## src/rtl/apb_bridge_n.sv

```systemverilog
// APB bridge to NUM_SLV slaves: a single-request front end drives the
// IDLE/SETUP/ACCESS APB sequence. Each slave owns one 2^SLV_SHIFT window
// starting at BASE_ADDR. Requests outside the map fail at once, and slaves
// that never respond are aborted by an optional access timeout.
module apb_bridge_n #(
  parameter int unsigned     NUM_SLV   = 6,
  parameter int unsigned     AW        = 32,
  parameter int unsigned     DW        = 32,
  parameter logic [AW-1:0]   BASE_ADDR = 32'h1000_0000,
  parameter int unsigned     SLV_SHIFT = 12,
  parameter int unsigned     TIMEOUT   = 16
) (
  input  logic                  PCLK,
  input  logic                  PRESET,
  input  logic                  transfer,
  input  logic                  write,
  input  logic [AW-1:0]         addr,
  input  logic [DW-1:0]         wdata,
  input  logic [DW/8-1:0]       wstrb,
  output logic                  ready,
  output logic                  error,
  output logic [DW-1:0]         rdata,
  output logic                  busy,
  output logic [AW-1:0]         PADDR,
  output logic                  PWRITE,
  output logic                  PENABLE,
  output logic [DW-1:0]         PWDATA,
  output logic [DW/8-1:0]       PSTRB,
  output logic [NUM_SLV-1:0]    PSEL,
  input  logic [NUM_SLV*DW-1:0] PRDATA,
  input  logic [NUM_SLV-1:0]    PREADY,
  input  logic [NUM_SLV-1:0]    PSLVERR
);

  localparam int unsigned IW = (NUM_SLV > 1) ? $clog2(NUM_SLV) : 1;
  localparam int unsigned CW = (TIMEOUT > 1) ? $clog2(TIMEOUT) : 1;
  localparam logic [CW-1:0] TO_LAST = CW'((TIMEOUT > 0) ? TIMEOUT - 1 : 0);

  localparam logic [1:0] ST_IDLE   = 2'd0;
  localparam logic [1:0] ST_SETUP  = 2'd1;
  localparam logic [1:0] ST_ACCESS = 2'd2;

  logic [1:0]    state;
  logic [IW-1:0] sel_idx;
  logic [CW-1:0] to_cnt;

  logic [AW-1:0] req_blk;
  logic          req_mapped;
  logic [IW-1:0] req_idx;

  logic          sel_ready;
  logic          sel_err;
  logic [DW-1:0] sel_rdata;

  // Decode the incoming request address into a slave index and a map hit.
  always_comb begin
    req_blk    = (addr >> SLV_SHIFT) - (BASE_ADDR >> SLV_SHIFT);
    req_mapped = (addr >= BASE_ADDR) && (req_blk < AW'(NUM_SLV));
    req_idx    = req_blk[IW-1:0];
  end

  // Select the response of the addressed slave; all others are ignored.
  always_comb begin
    sel_ready = 1'b0;
    sel_err   = 1'b0;
    sel_rdata = '0;
    for (int unsigned i = 0; i < NUM_SLV; i++) begin
      if (sel_idx == IW'(i)) begin
        sel_ready = PREADY[i];
        sel_err   = PSLVERR[i];
        sel_rdata = PRDATA[i*DW +: DW];
      end
    end
  end

  // One-hot slave select during SETUP and ACCESS; the async reset clears it at once.
  always_comb begin
    PSEL = '0;
    for (int unsigned i = 0; i < NUM_SLV; i++) begin
      PSEL[i] = (state != ST_IDLE) && (sel_idx == IW'(i));
    end
  end

  assign PENABLE = (state == ST_ACCESS);
  assign busy    = (state != ST_IDLE);

  // Transfer sequencing, request latching, completion/abort pulse and read capture.
  always_ff @(posedge PCLK or posedge PRESET) begin
    if (PRESET) begin
      state   <= ST_IDLE;
      sel_idx <= '0;
      to_cnt  <= '0;
      ready   <= 1'b0;
      error   <= 1'b0;
      rdata   <= '0;
      PADDR   <= '0;
      PWRITE  <= 1'b0;
      PWDATA  <= '0;
      PSTRB   <= '0;
    end else begin
      ready <= 1'b0;
      error <= 1'b0;
      case (state)
        ST_IDLE: begin
          if (transfer) begin
            PADDR  <= addr;
            PWRITE <= write;
            PWDATA <= wdata;
            PSTRB  <= write ? wstrb : '0;
            if (req_mapped) begin
              sel_idx <= req_idx;
              state   <= ST_SETUP;
            end else begin
              ready <= 1'b1;
              error <= 1'b1;
            end
          end
        end
        ST_SETUP: begin
          to_cnt <= '0;
          state  <= ST_ACCESS;
        end
        ST_ACCESS: begin
          if (sel_ready) begin
            state <= ST_IDLE;
            ready <= 1'b1;
            error <= sel_err;
            if (!PWRITE && !sel_err) begin
              rdata <= sel_rdata;
            end
          end else if ((TIMEOUT != 0) && (to_cnt == TO_LAST)) begin
            state <= ST_IDLE;
            ready <= 1'b1;
            error <= 1'b1;
          end else begin
            to_cnt <= to_cnt + CW'(1);
          end
        end
        default: state <= ST_IDLE;
      endcase
    end
  end

endmodule

```

## config.mk

```make
export PLATFORM = sky130hd
export DESIGN_NAME = apb_bridge_n
export DESIGN_NICKNAME = d
export VERILOG_FILES = /design/src/rtl/apb_bridge_n.sv
export SDC_FILE = /design/constraint.sdc
export NUM_CORES = 1
export LEC_CHECK = 0
export BUFFER_PORTS_ARGS = -buffer_cell sky130_fd_sc_hd__buf_2
export CAP_MARGIN = 10
export CORE_AREA = 2 2 149 151
export DETAILED_ROUTE_END_ITERATION = 10
export DIE_AREA = 0 0 151 153
export MAX_ROUTING_LAYER = met4
export PLACE_DENSITY_LB_ADDON = 0.2
export SLEW_MARGIN = 25
export SYNTH_ARGS = -nofsm -noshare
export SYNTH_HDL_FRONTEND = slang
export SYNTH_SLANG_ARGS = --single-unit
```

## constraint.sdc

```tcl
create_clock -name PCLK -period 5.6 [get_ports PCLK]
set_clock_uncertainty 0.15 [all_clocks]
set_input_delay 1.68 -clock PCLK [delete_from_list [all_inputs] [get_ports PCLK]]
set_output_delay 1.68 -clock PCLK [all_outputs]
set_load 0.02 [all_outputs]
```

# ---- After elaboration in Yosys (flattened, before gate mapping)
# Cells that the tools add are included.
dict set report word_totals {
  register_bits 112
  latch_bits 0
  mem_bits_rw 0
  romBits 0
  input_bits 276
  output_inout_bits 111
  memories 0
}
dict set report op_classes {
  addsub 2
  n_mul 0
  div_mod_pow 0
  magnitude_cmp 2
  n_eq_ne 13
  shift 0
  n_mux 34
  bitwise_logic 0
  reduce_logical 19
}
# op count
set ops {}
lappend ops {{$mux W32} 6}
lappend ops {{$ge A32 B29 Y1 const B} 1}
lappend ops {{$lt A32 B3 Y1 const B} 1}
lappend ops {{$sub A20 B17 Y21 const B} 1}
lappend ops {{$mux W1} 17}
lappend ops {{$mux W4} 3}
lappend ops {{$reduce_and A3 Y1} 4}
lappend ops {{$logic_and A1 B1 Y1} 8}
lappend ops {{$mux W2} 4}
lappend ops {{$ne A2 B2 Y1 const B} 4}
lappend ops {{$pmux W4 S2} 1}
lappend ops {{$eq A3 B2 Y1 const B} 2}
lappend ops {{$eq A3 B3 Y1 const B} 2}
lappend ops {{$pmux W2 S3} 1}
lappend ops {{$add A4 B1 Y4 const B} 1}
lappend ops {{$eq A4 B4 Y1 const B} 1}
lappend ops {{$pmux W1 S2} 2}
lappend ops {{$reduce_bool A2 Y1} 2}
lappend ops {{$eq A3 B1 Y1 const B} 1}
lappend ops {{$logic_not A3 Y1} 1}
lappend ops {{$ne A3 B1 Y1 const B} 1}
lappend ops {{$eq A2 B1 Y1 const B} 1}
lappend ops {{$eq A2 B2 Y1 const B} 1}
lappend ops {{$logic_not A1 Y1} 2}
lappend ops {{2 further kinds} 2}

# ---- Longest topological paths before layout
# Gate-level depths: netlist (run 1).
dict set report logic_depth {
  ltp_word 10
  mapped_depth 8
  ltp_nobuf 5
}

# ---- Least setup slack after synthesis (run 1)
# OpenSTA, ideal clock, no wires.
dict set report synth_path {
  kind {register -> output}
  from {register sel_idx[0]}
  to {output port PSEL[3]}
  arrival_ps 1963
  setup_slack_ps 1807
  path_stages_with_launch 6
  path_buffers 4
  path_cell_list {dfrtp_1 buf_6 buf_2 buf_4 buf_4 nor4bb_1}
}
dict set report synth_via {
  elab_chain_cells 2
}
# element line_no
set synth_rtl {}
lappend synth_rtl {{start, declared} 44} ;# logic [IW-1:0] sel_idx;
lappend synth_rtl {{start signal, assigned} 111} ;# sel_idx <= req_idx;
lappend synth_rtl {{$eq A3 B2 Y1} 80} ;# PSEL[i] = (state != ST_IDLE) && (sel_idx == IW'(i));
lappend synth_rtl {{$logic_and A1 B1 Y1} 80}
lappend synth_rtl {{end, declared} 29} ;# output logic [NUM_SLV-1:0] PSEL,
# Every way passes these cells.

# ---- Final worst setup path (run 1)
dict set report layout_path {
  from {register sel_idx[0]}
  to {output port PSEL[4]}
}
dict set report layout_via {
  elab_chain_cells 2
}
# element line_no
set layout_rtl {}
lappend layout_rtl {{$eq A3 B3 Y1} 80}
lappend layout_rtl {{$logic_and A1 B1 Y1} 80}
# Every way passes these cells.

==> results of run 1 <==
[Yosys cell counts (all sizes together)]
cell type,instances
a2111oi,1
a211oi,2
a21oi,4
a311o,1
a31o,1
a31oi,4
a32oi,2
a41o,1
and2b,1
and3,4
and4b,1
buf,16
clkbuf,18
dfrtp,112
ha,4
inv,38
mux2,101
mux2i,33
mux4,31
nand2,15
nand2b,5
nand3,4
nand3b,2
nand4b,1
nor2,4
nor2b,2
nor3,2
nor3b,1
nor4,5
nor4b,1
nor4bb,1
o211ai,1
o21ai,10
o22a,2
o22ai,32
o31ai,2
or4,1
or4b,1
[cells by family after synthesis]
group	after synthesis	share of synthesized area
AO/OA/AOI/OAI	63	0.0674
adder cells (fa/ha/maj)	4	0.00810
buffers and inverters	72	0.0533
flip-flops	112	0.454
multiplexers	165	0.369
AND/OR/NAND/NOR	51	0.0488
[critical path: stages, from the launching register on]
cell	delay [ps]
dfrtp_4	700
nor2_1	430
and3_1	200
buf_2	170
[metal layers]
| layer | vias to the layer above | wire length [µm] | track usage |
|---|---|---|---|
| met2 | 253 | 9920 | 0.297 |
| met3 | 18 | 1730 | 0.0481 |
| met5 | - | 0 | - |
| met1 | 2497 | 8820 | 0.227 |
| met4 | 0 | 430 | 0.0543 |
| li1 | 2477 | - | - |
[registers in the layout, indices dropped and copies added (netlist names)]
signal / count
to_cnt: 4
PWDATA: 32
PADDR: 32
rdata: 32
ready: 1
PWRITE: 1
error: 1
sel_idx: 3
state: 2
PSTRB: 4
[per-stage QoR]
step	util	setup slack [ps]	hold WS, ps
2_1_floorplan	-	811	335
3_3_place_gp	0.388	1850	307
3_5_place_dp	0.388	1800	318
4_1_cts	0.403	1770	346
5_1_grt	0.403	1700	371
6_report	0.403	1900	344
[layout make-up]
type | instances | share of cell area
Tap cell | 280 | 0.0405
Sequential cell | 112 | 0.325
Clock buffer | 9 | 0.0260
Multi-Input combinational cell | 283 | 0.352
Inverter | 38 | 0.0168
Antenna cell | 3 | 0.000867
Timing Repair Buffer | 394 | 0.230
Clock inverter | 6 | 0.00896
[cell usage in the layout (no fill, tap or decap), drive strengths merged, types with 3 or more instances in the layout]
cell type,instances
and3,4
dfrtp,112
nand2,15
a21oi,4
inv,40
ha,4
nor4,5
nand2b,5
o21ai,10
buf,394
nand3,4
mux2,101
mux4,31
a31oi,4
nor2,4
clkbuf,9
diode,3
mux2i,33
o22ai,32
[power groups by stage]
stage	sequential [mW]	clock [mW]	combinational, mW
floorplan	0.975	0	0.120
global placement	0.906	0	0.376
detailed placement	0.907	0	0.379
CTS	0.893	0.718	0.379
global route	0.900	0.749	0.405
finish	0.892	0.689	0.373
[final timing paths]
check | startpoint | end | cells after the start
max reg2reg | sel_idx[0] | rdata[12] | 7
min reg2reg | PSTRB[3] | PSTRB[3] | 2
max in group asynchronous | PRESET | PADDR[28] | 3
min | PSTRB[3] | PSTRB[3] | 2
max | sel_idx[0] | PSEL[4] | 3
min in group asynchronous | PRESET | PADDR[1] | 2
==> run metrics, run 1 <==
initial antenna violation count 3; die area roughly 23000 µm²; post-synthesis cell count 467; synthesized area 6180 µm²; Final Instance Area 8660 µm²; Unique masters post-synth 46; largest net degree at the start of global routing 71; Vias/cell approximately 4.7; period utilization 0.661; Sink Count between 100 and 150; I/O pin count approximately 390; Post-CTS Setup Inserts 0; Hold/Removal Path Class reg2reg; worst-skew pair later-pin latency roughly 350 ps; Detailed Route WL 20.9 mm; Die X-Extent approximately 150 µm; DIE HEIGHT around 150 µm; Nets between 1000 and 1500; per-cell routed wire length 18.6 µm; Max Buffers Root-to-Sink 2; CTS Buf Count 9; GRT Util Overall 0.184; peak supply drop 0.163 mV; critical path type reg2out; CTS tree built; setup tns final 0 ps; drt first pass iters 4; HPWL Detailed ~16 mm; DP Cell Count between 1000 and 1500; share of layout cells above drive strength 1 0.653; Yosys warning count 0; Seq. cell area 2810 µm²; Int Power around 1.4 mW; Seq pwr share 0.456; Yosys top cell area share 0.454; vias in the first global route about 5600; Power Dens Cells about 230 nW/µm²; synth top area cells dfrtp_1, mux2_2, mux4_2; total power 1.95 mW; sequential share of the synthesized area 0.454; Req. time, crit path about 3800 ps; Post-Syn Nets 747; global-route wire length before repair between 30 and 40 mm; Seq cells post-synth approximately 110; switch share 0.283; Worst Max-Slew Pin Slew around 890 ps; Cell Area, Placed about 8300 µm²; unrepaired setup endpoints after global routing no; H-tree Lvls 3; Reg clk slew, reported paths about 80 ps; Lkg Pwr roughly 4.2 nW; count of final setup violators 0; Layout area overhead 40.1%; critical path capture point type output pin; clock root cell clkbuf_16; status complete, no violations; FILL cells 2166; worst-path maximum fanout 37; Psw 0.553 mW; DR vias roughly 5200; Final Hold Viols 0; GP Congestion approximately 0.78; worst endpoint data arrival time 1870 ps; Iter 0 DRT Violations 96; total of max-cap violations 0; cts hold-fix bufs 0; CP Launch Type flop; post-cts repair resize count 0; residual overflow from global routing 0; Max-slew headroom 0.403; minimum clock period 3700 ps; f_max 270 MHz; Buffers on Ports about 390; Clock power frac 0.353; initial core utilization 0.288; part of the power in combinational logic 0.191; Antenna Nets Post-Route 0; Synth area leader dfrtp_1; Cell Rows 54; CORE AREA 21500 µm²; DRC errors left 0; final slew viol count 0; Avg Cell Area, Syn between 10 and 15 µm²; multi-input combinational cell area between 3000 and 4000 µm²; fin cells roughly 1100; Worst R2R Setup Slack roughly 2000 ps
Note: power is estimated with default switching activity, not from simulation.
==> inputs of run 2 (changes only) <==
--- a/config.mk
+++ b/config.mk
@@ -5,11 +5,12 @@
 export SDC_FILE = /design/constraint.sdc
 export NUM_CORES = 1
 export LEC_CHECK = 0
+export ABC_AREA = 1
 export BUFFER_PORTS_ARGS = -buffer_cell sky130_fd_sc_hd__buf_2
 export CAP_MARGIN = 10
-export CORE_AREA = 2 2 149 151
+export CORE_AREA = 2 2 152 154
 export DETAILED_ROUTE_END_ITERATION = 10
-export DIE_AREA = 0 0 151 153
+export DIE_AREA = 0 0 154 156
 export MAX_ROUTING_LAYER = met4
 export PLACE_DENSITY_LB_ADDON = 0.2
 export SLEW_MARGIN = 25
==> constraint.sdc (replaced) <==
create_clock -name PCLK -period 3.1 [get_ports PCLK]
set_clock_uncertainty 0.15 [all_clocks]
set_input_delay 0.93 -clock PCLK [delete_from_list [all_inputs] [get_ports PCLK]]
set_output_delay 0.93 -clock PCLK [all_outputs]
set_load 0.02 [all_outputs]
==> run metrics, run 2 <==
post-synthesis cell count 833 (+78%); most frequent cells in the layout buf_2, nand2_1, dfrtp_1; Largest regs PADDR (32), PWDATA (32), rdata (32); Synth area leader dfrtp_1; Cell Area, Placed 8240 µm² (-1.3%); Unique masters post-synth 30 (-35%); Seq pwr share 0.377 (-0.079); count of final setup violators 0 (unchanged); share of layout cells above drive strength 1 0.363 (-0.290); residual overflow from global routing 0 (unchanged); final slew viol count 0 (unchanged); most common cell after layout, fill and taps aside buf_2; setup tns final 0 ps (unchanged); Antenna Nets Post-Route 0 (unchanged); DR vias 6771 (+29%); I/O pin count 387 (unchanged); worst-path maximum fanout 10 (-73%); initial core utilization 0.268 (-0.0196); worst endpoint data arrival time 1820 ps (-50 ps); critical path type reg2out; slowest stage delay, CP 400 ps (-300 ps); global-route wire length before repair 35.8 mm (+14%); clock root cell clkbuf_16; Post-Syn Nets 1113 (+49%); worst-skew pair later-pin latency 350 ps (about the same); Yosys top cell area share 0.468 (+0.0141); period utilization 0.936; DIE HEIGHT 156 µm (+2.0%); minimum clock period 2900 ps; Worst R2R Setup Slack 440 ps (-1560 ps); Yosys warning count 0 (unchanged); Most used DFF post-synth dfrtp_1; sequential share of the synthesized area 0.468 (+0.0141); GP Congestion 0.768 (-1.5%); Int Power 3.61 mW (+160%); EDFF count, synth 0 (unchanged); Psw 2.89 mW (+420%); Reg clk slew, reported paths 80 ps (about the same); synth top area cells dfrtp_1, nand2_1, nand3_1; Vias/cell 4.55 (-2.5%); Buffers on Ports 386 (unchanged); GRT Util Overall 0.195 (+0.0107); CP cell instances inv_1 > ha_1 > nor4_1 > buf_2; Sink Count 112 (unchanged); Die X-Extent 154 µm (+2.0%); DRC errors left 0 (unchanged); Worst Max-Slew Pin Slew 686 ps (-209 ps); part of the power in combinational logic 0.437 (+0.246); main combinational cell family by area after synthesis simple AND/OR/NAND/NOR gates; total power 6.50 mW (+230%); HPWL Detailed 18.1 mm (+11%); Nets 1479 (+32%); Iter 0 DRT Violations 421 (+340%); FFs w/ async S/R, synth 1.00 (unchanged); initial antenna violation count 0 (-3); Req. time, crit path 2020 ps (-1750 ps); switch share 0.444 (+0.161); Seq cells post-synth 112 (unchanged); total of max-cap violations 0 (unchanged); die area 24000 µm² (+4.0%); Max-slew headroom 0.542 (+0.138); Cell Rows 55 (+1.9%); post-synthesis mux area share 0 (-0.369); post-cts repair resize count 0 (unchanged); Avg Cell Area, Syn 7.19 µm² (-46%); Post-Synth XOR/XNOR Area 0.00146 (+0.00146); unrepaired setup endpoints after global routing no; Layout area overhead 42.7%; H-tree Lvls 3 (unchanged); diode count 0 (-3); slowest CP cell nor4_1; Synth Area in Simple Gates 0.373 (+0.324); Final Instance Area 8550 µm² (-1.2%); area share of fa/ha/maj cells after synthesis 0.00835 (+0.000252); most instantiated library cell after synthesis nand2_1; Power Dens Cells 760 nW/µm² (+240%); Max Buffers Root-to-Sink 2 (unchanged); Post-CTS Setup Inserts 0 (unchanged); Hold/Removal Path Class reg2reg; CTS tree built; f_max ~340 MHz; critical path capture point type output pin; Clock power frac 0.186 (-0.167); CTS Buf Count 9 (unchanged); vias in the first global route 6699 (+20%); synthesized area 5990 µm² (-3.0%); Compound-Gate Fraction of Synth Area 0.0720 (+0.00460); Final Hold Viols 0 (unchanged); CORE AREA 22400 µm² (+4.1%); peak supply drop 0.371 mV (+130%); cts hold-fix bufs 0 (unchanged); Detailed Route WL 23.5 mm (+12%); drt first pass iters 5 (+1); synth cell count leaders nand2_1, dfrtp_1, nand3_1; largest net degree at the start of global routing 86 (+21%); Lkg Pwr 4.91 nW (+15%); CP Launch Type flop; per-cell routed wire length 15.8 µm (-15%); status complete, no violations
==> run 2: routing by layer <==
| metal | share of wire | vias to the layer above | wire (µm) | GRT usage |
|---|---|---|---|---|
| li1 | - | 3400 | - | - |
| met1 | 0.41 | 3055 | 9680 | 0.230 |
| met2 | 0.50 | 293 | 11700 | 0.339 |
| met3 | 0.071 | 23 | 1680 | 0.0428 |
| met4 | 0.017 | 0 | 389 | 0.0476 |
| met5 | 0 | - | 0 | - |
==> run 2: power groups by stage <==
stage          clock network [mW]  registers, mW  logic, mW
2_1_floorplan                   0           3.19      0.943
3_3_place_gp                    0           2.47       2.86
3_5_place_dp                    0           2.46       2.90
4_1_cts                      1.26           2.46       2.89
5_1_grt                      1.33           2.54       3.13
6_report                     1.21           2.45       2.84
==> run 2: worst paths after layout <==
path,from,endpoint,cells after the start
max,state[0],PSEL[4],4
min,rdata[22],rdata[22],2
max reg2reg,sel_idx[2],rdata[11],11
min reg2reg,rdata[22],rdata[22],2
max in group asynchronous,PRESET,PADDR[15],3
min in group asynchronous,PRESET,PWDATA[0],2
==> run 2: layout make-up <==
| cell class | instances | area, µm² |
|---|---|---|
| fill | 2378 | 13800 |
| sequential | 112 | 2800 |
| multi-input combinational | 609 | 2740 |
| timing repair buffer | 403 | 2100 |
| tap | 285 | 357 |
| inverter | 64 | 244 |
| clock buffer | 9 | 225 |
| clock inverter | 7 | 85.1 |
==> run 2: cell families after synthesis <==
logic type / Yosys count
XOR/XNOR: 1
AO/OA/AOI/OAI: 84
adder cells (fa/ha/maj): 4
AND/OR/NAND/NOR: 520
buffers and inverters: 112
flip-flops: 112
==> run 2: critical path, delay by kind of cell, from the launching register on <==
family,cells,cell delay (ps)
buffers and inverters,2,320
flip-flops,1,390
AND/OR/NAND/NOR,1,400
adder cells (fa/ha/maj),1,360
==> run 2: per-stage QoR <==
step           cells  hold slack [ps]  setup WS (ps)  utilization
6_report        1489              322            199        0.382
5_1_grt         1489              337            110        0.382
4_1_cts         1489              322            228        0.382
3_5_place_dp    1473              304            316        0.368
3_3_place_gp    1473              300            383        0.368
2_1_floorplan    833              317            480            -
==> inputs of run 3 (changes only) <==
--- a/config.mk
+++ b/config.mk
@@ -8,9 +8,10 @@
 export ABC_AREA = 1
 export BUFFER_PORTS_ARGS = -buffer_cell sky130_fd_sc_hd__buf_2
 export CAP_MARGIN = 10
-export CORE_AREA = 2 2 152 154
+export CORE_AREA = 2 2 150 152
+export CTS_BUF_LIST = sky130_fd_sc_hd__clkbuf_4 sky130_fd_sc_hd__clkbuf_8
 export DETAILED_ROUTE_END_ITERATION = 10
-export DIE_AREA = 0 0 154 156
+export DIE_AREA = 0 0 152 154
 export MAX_ROUTING_LAYER = met4
 export PLACE_DENSITY_LB_ADDON = 0.2
 export SLEW_MARGIN = 25
==> run metrics, run 3 (synthesis results as in run 2) <==
Iter 0 DRT Violations 442 (+5.0%); status complete, no violations; I/O pin count 387 (unchanged); critical path type reg2out; largest net degree at the start of global routing 86 (unchanged); Reg clk slew, reported paths 120 ps (+40 ps); Die X-Extent 152 µm (-1.3%); slowest CP cell dfrtp_1; Cell Rows 54 (-1.8%); critical path capture point type output pin; setup tns final 0 ps (unchanged); slowest stage delay, CP 400 ps (about the same); WP depth 4 (unchanged); count of final setup violators 0 (unchanged); Final Hold Viols 0 (unchanged); HPWL Detailed 17.8 mm (-1.4%); metal2 WL 11.7 mm (-0.29%); multi-input combinational cell area 2740 µm² (unchanged); minimum clock period 2840 ps (-58.7 ps); f_max 352 MHz (+2.1%); share of layout cells above drive strength 1 0.362 (-0.000831); worst-path maximum fanout 10 (unchanged); CORE AREA 21700 µm² (-3.0%); die area 23400 µm² (-2.6%); Hold Path Stages 2 (unchanged); Worst Max-Slew Pin Slew 580 ps (-106 ps); DIE HEIGHT 154 µm (-1.3%); Detailed Route WL 23.3 mm (-0.75%); Vias/cell 4.55 (+0.11%); worst-skew pair later-pin latency 390 ps (+40 ps); CP Launch Type flop; most common cell after layout, fill and taps aside buf_2; Hold/Removal Path Class reg2reg; Final Instance Area 8440 µm² (-1.3%); most frequent cells in the layout buf_2, nand2_1, dfrtp_1; per-cell routed wire length 15.7 µm (-0.42%); final slew viol count 0 (unchanged); Max-slew headroom 0.613 (+0.0713); Lkg Pwr 4.87 nW (-0.78%); Post-CTS Setup Inserts 0 (unchanged); worst endpoint data arrival time 1760 ps (-60 ps); DR top layer met4; vias in the first global route 6927 (+3.4%); period utilization 0.917 (-0.0189); GRT Util Overall 0.202 (+0.00720); CTS tree built; unrepaired setup endpoints after global routing no; routed length on met3 1.65 mm (-1.6%); post-cts repair resize count 0 (unchanged); global-route wire length before repair 36.6 mm (+2.2%); Layout area overhead 40.8%; Seq. cell area 2800 µm² (unchanged); DRC errors left 0 (unchanged); CP cell instances inv_1 > ha_1 > nor4_1 > buf_2; cts hold-fix bufs 0 (unchanged); Power Dens Cells 738 nW/µm² (-2.9%); drt first pass iters 5 (unchanged); depth of the worst register-to-register path 10 (-1); CP Buf/Inv Count 2 (unchanged); Cell Area, Placed 8230 µm² (about the same); GP Congestion 0.829 (+7.9%); FILL cells 2385 (+0.29%); Metal-1 WL 9.41 mm (-2.8%); Sink Count 112 (unchanged); DR vias 6756 (-0.22%); total of max-cap violations 0 (unchanged); residual overflow from global routing 0 (unchanged); Req. time, crit path 2020 ps (about the same); critical path's top delay family flip-flops; H-tree Lvls 3 (unchanged); initial core utilization 0.276 (+0.00836); Util after Layout 0.389 (+0.00680); diode count 0 (unchanged); Antenna Nets Post-Route 0 (unchanged); initial antenna violation count 0 (unchanged); Max Buffers Root-to-Sink 2 (unchanged); clock root cell clkbuf_8; CTS Buf Count 9 (unchanged); Buffers on Ports 386 (unchanged); Nets 1479 (unchanged); Largest regs PADDR (32), PWDATA (32), rdata (32); peak supply drop 0.414 mV (+12%)
run 3: cell count changes in the layout (fill, tap and decap cells not counted), sizes merged:
cell / change
clkinv: -2
clkinvlp: -1
inv: +3
run 3: path summary, 6_finish.rpt:
kind                                  from         end  slack, ps
worst max-delay path              state[1]     PSEL[3]        260
worst min-delay path             rdata[31]   rdata[31]        330
worst max register to register  sel_idx[0]   rdata[11]        570
worst min register to register   rdata[31]   rdata[31]        330
max in group asynchronous           PRESET    rdata[3]       1790
min in group asynchronous           PRESET  PWDATA[30]        390
run 3: layout make-up:
| type | count | share of cell area |
|---|---|---|
| flip-flops and latches | 112 | 0.332 |
| inverters | 64 | 0.0289 |
| clock inverters | 7 | 0.00964 |
| clock buffers | 9 | 0.0147 |
| well taps | 280 | 0.0415 |
| multi-input cells | 609 | 0.325 |
| repair buffers | 403 | 0.248 |
run 3: layer usage:
layer	global-route usage	vias to the layer above
met1	0.236	3049
met4	0.0663	0
li1	-	3398
met3	0.0440	34
met5	-	-
met2	0.345	275
run 3: worst min-delay path, stage by stage, from the launching register on:
cell     delay, ps
dfrtp_1        360
nand2_1         50
nand2_1         40
run 3: where the power goes:
group	switching [mW]	internal, mW	leakage, nW
clock	0.601	0.330	0.104
combinational	1.92	0.942	3.36
sequential	0.355	2.09	1.41
run 3: metrics by stage:
stage,power (mW),hold slack (ps),std cells,setup WS [ps]
finish,6.23,328,1484,258
global route,6.74,358,1484,85.0
CTS,6.34,333,1484,187
detailed placement,5.38,304,1468,457
global placement,5.35,304,1468,523
floorplan,4.14,317,833,480
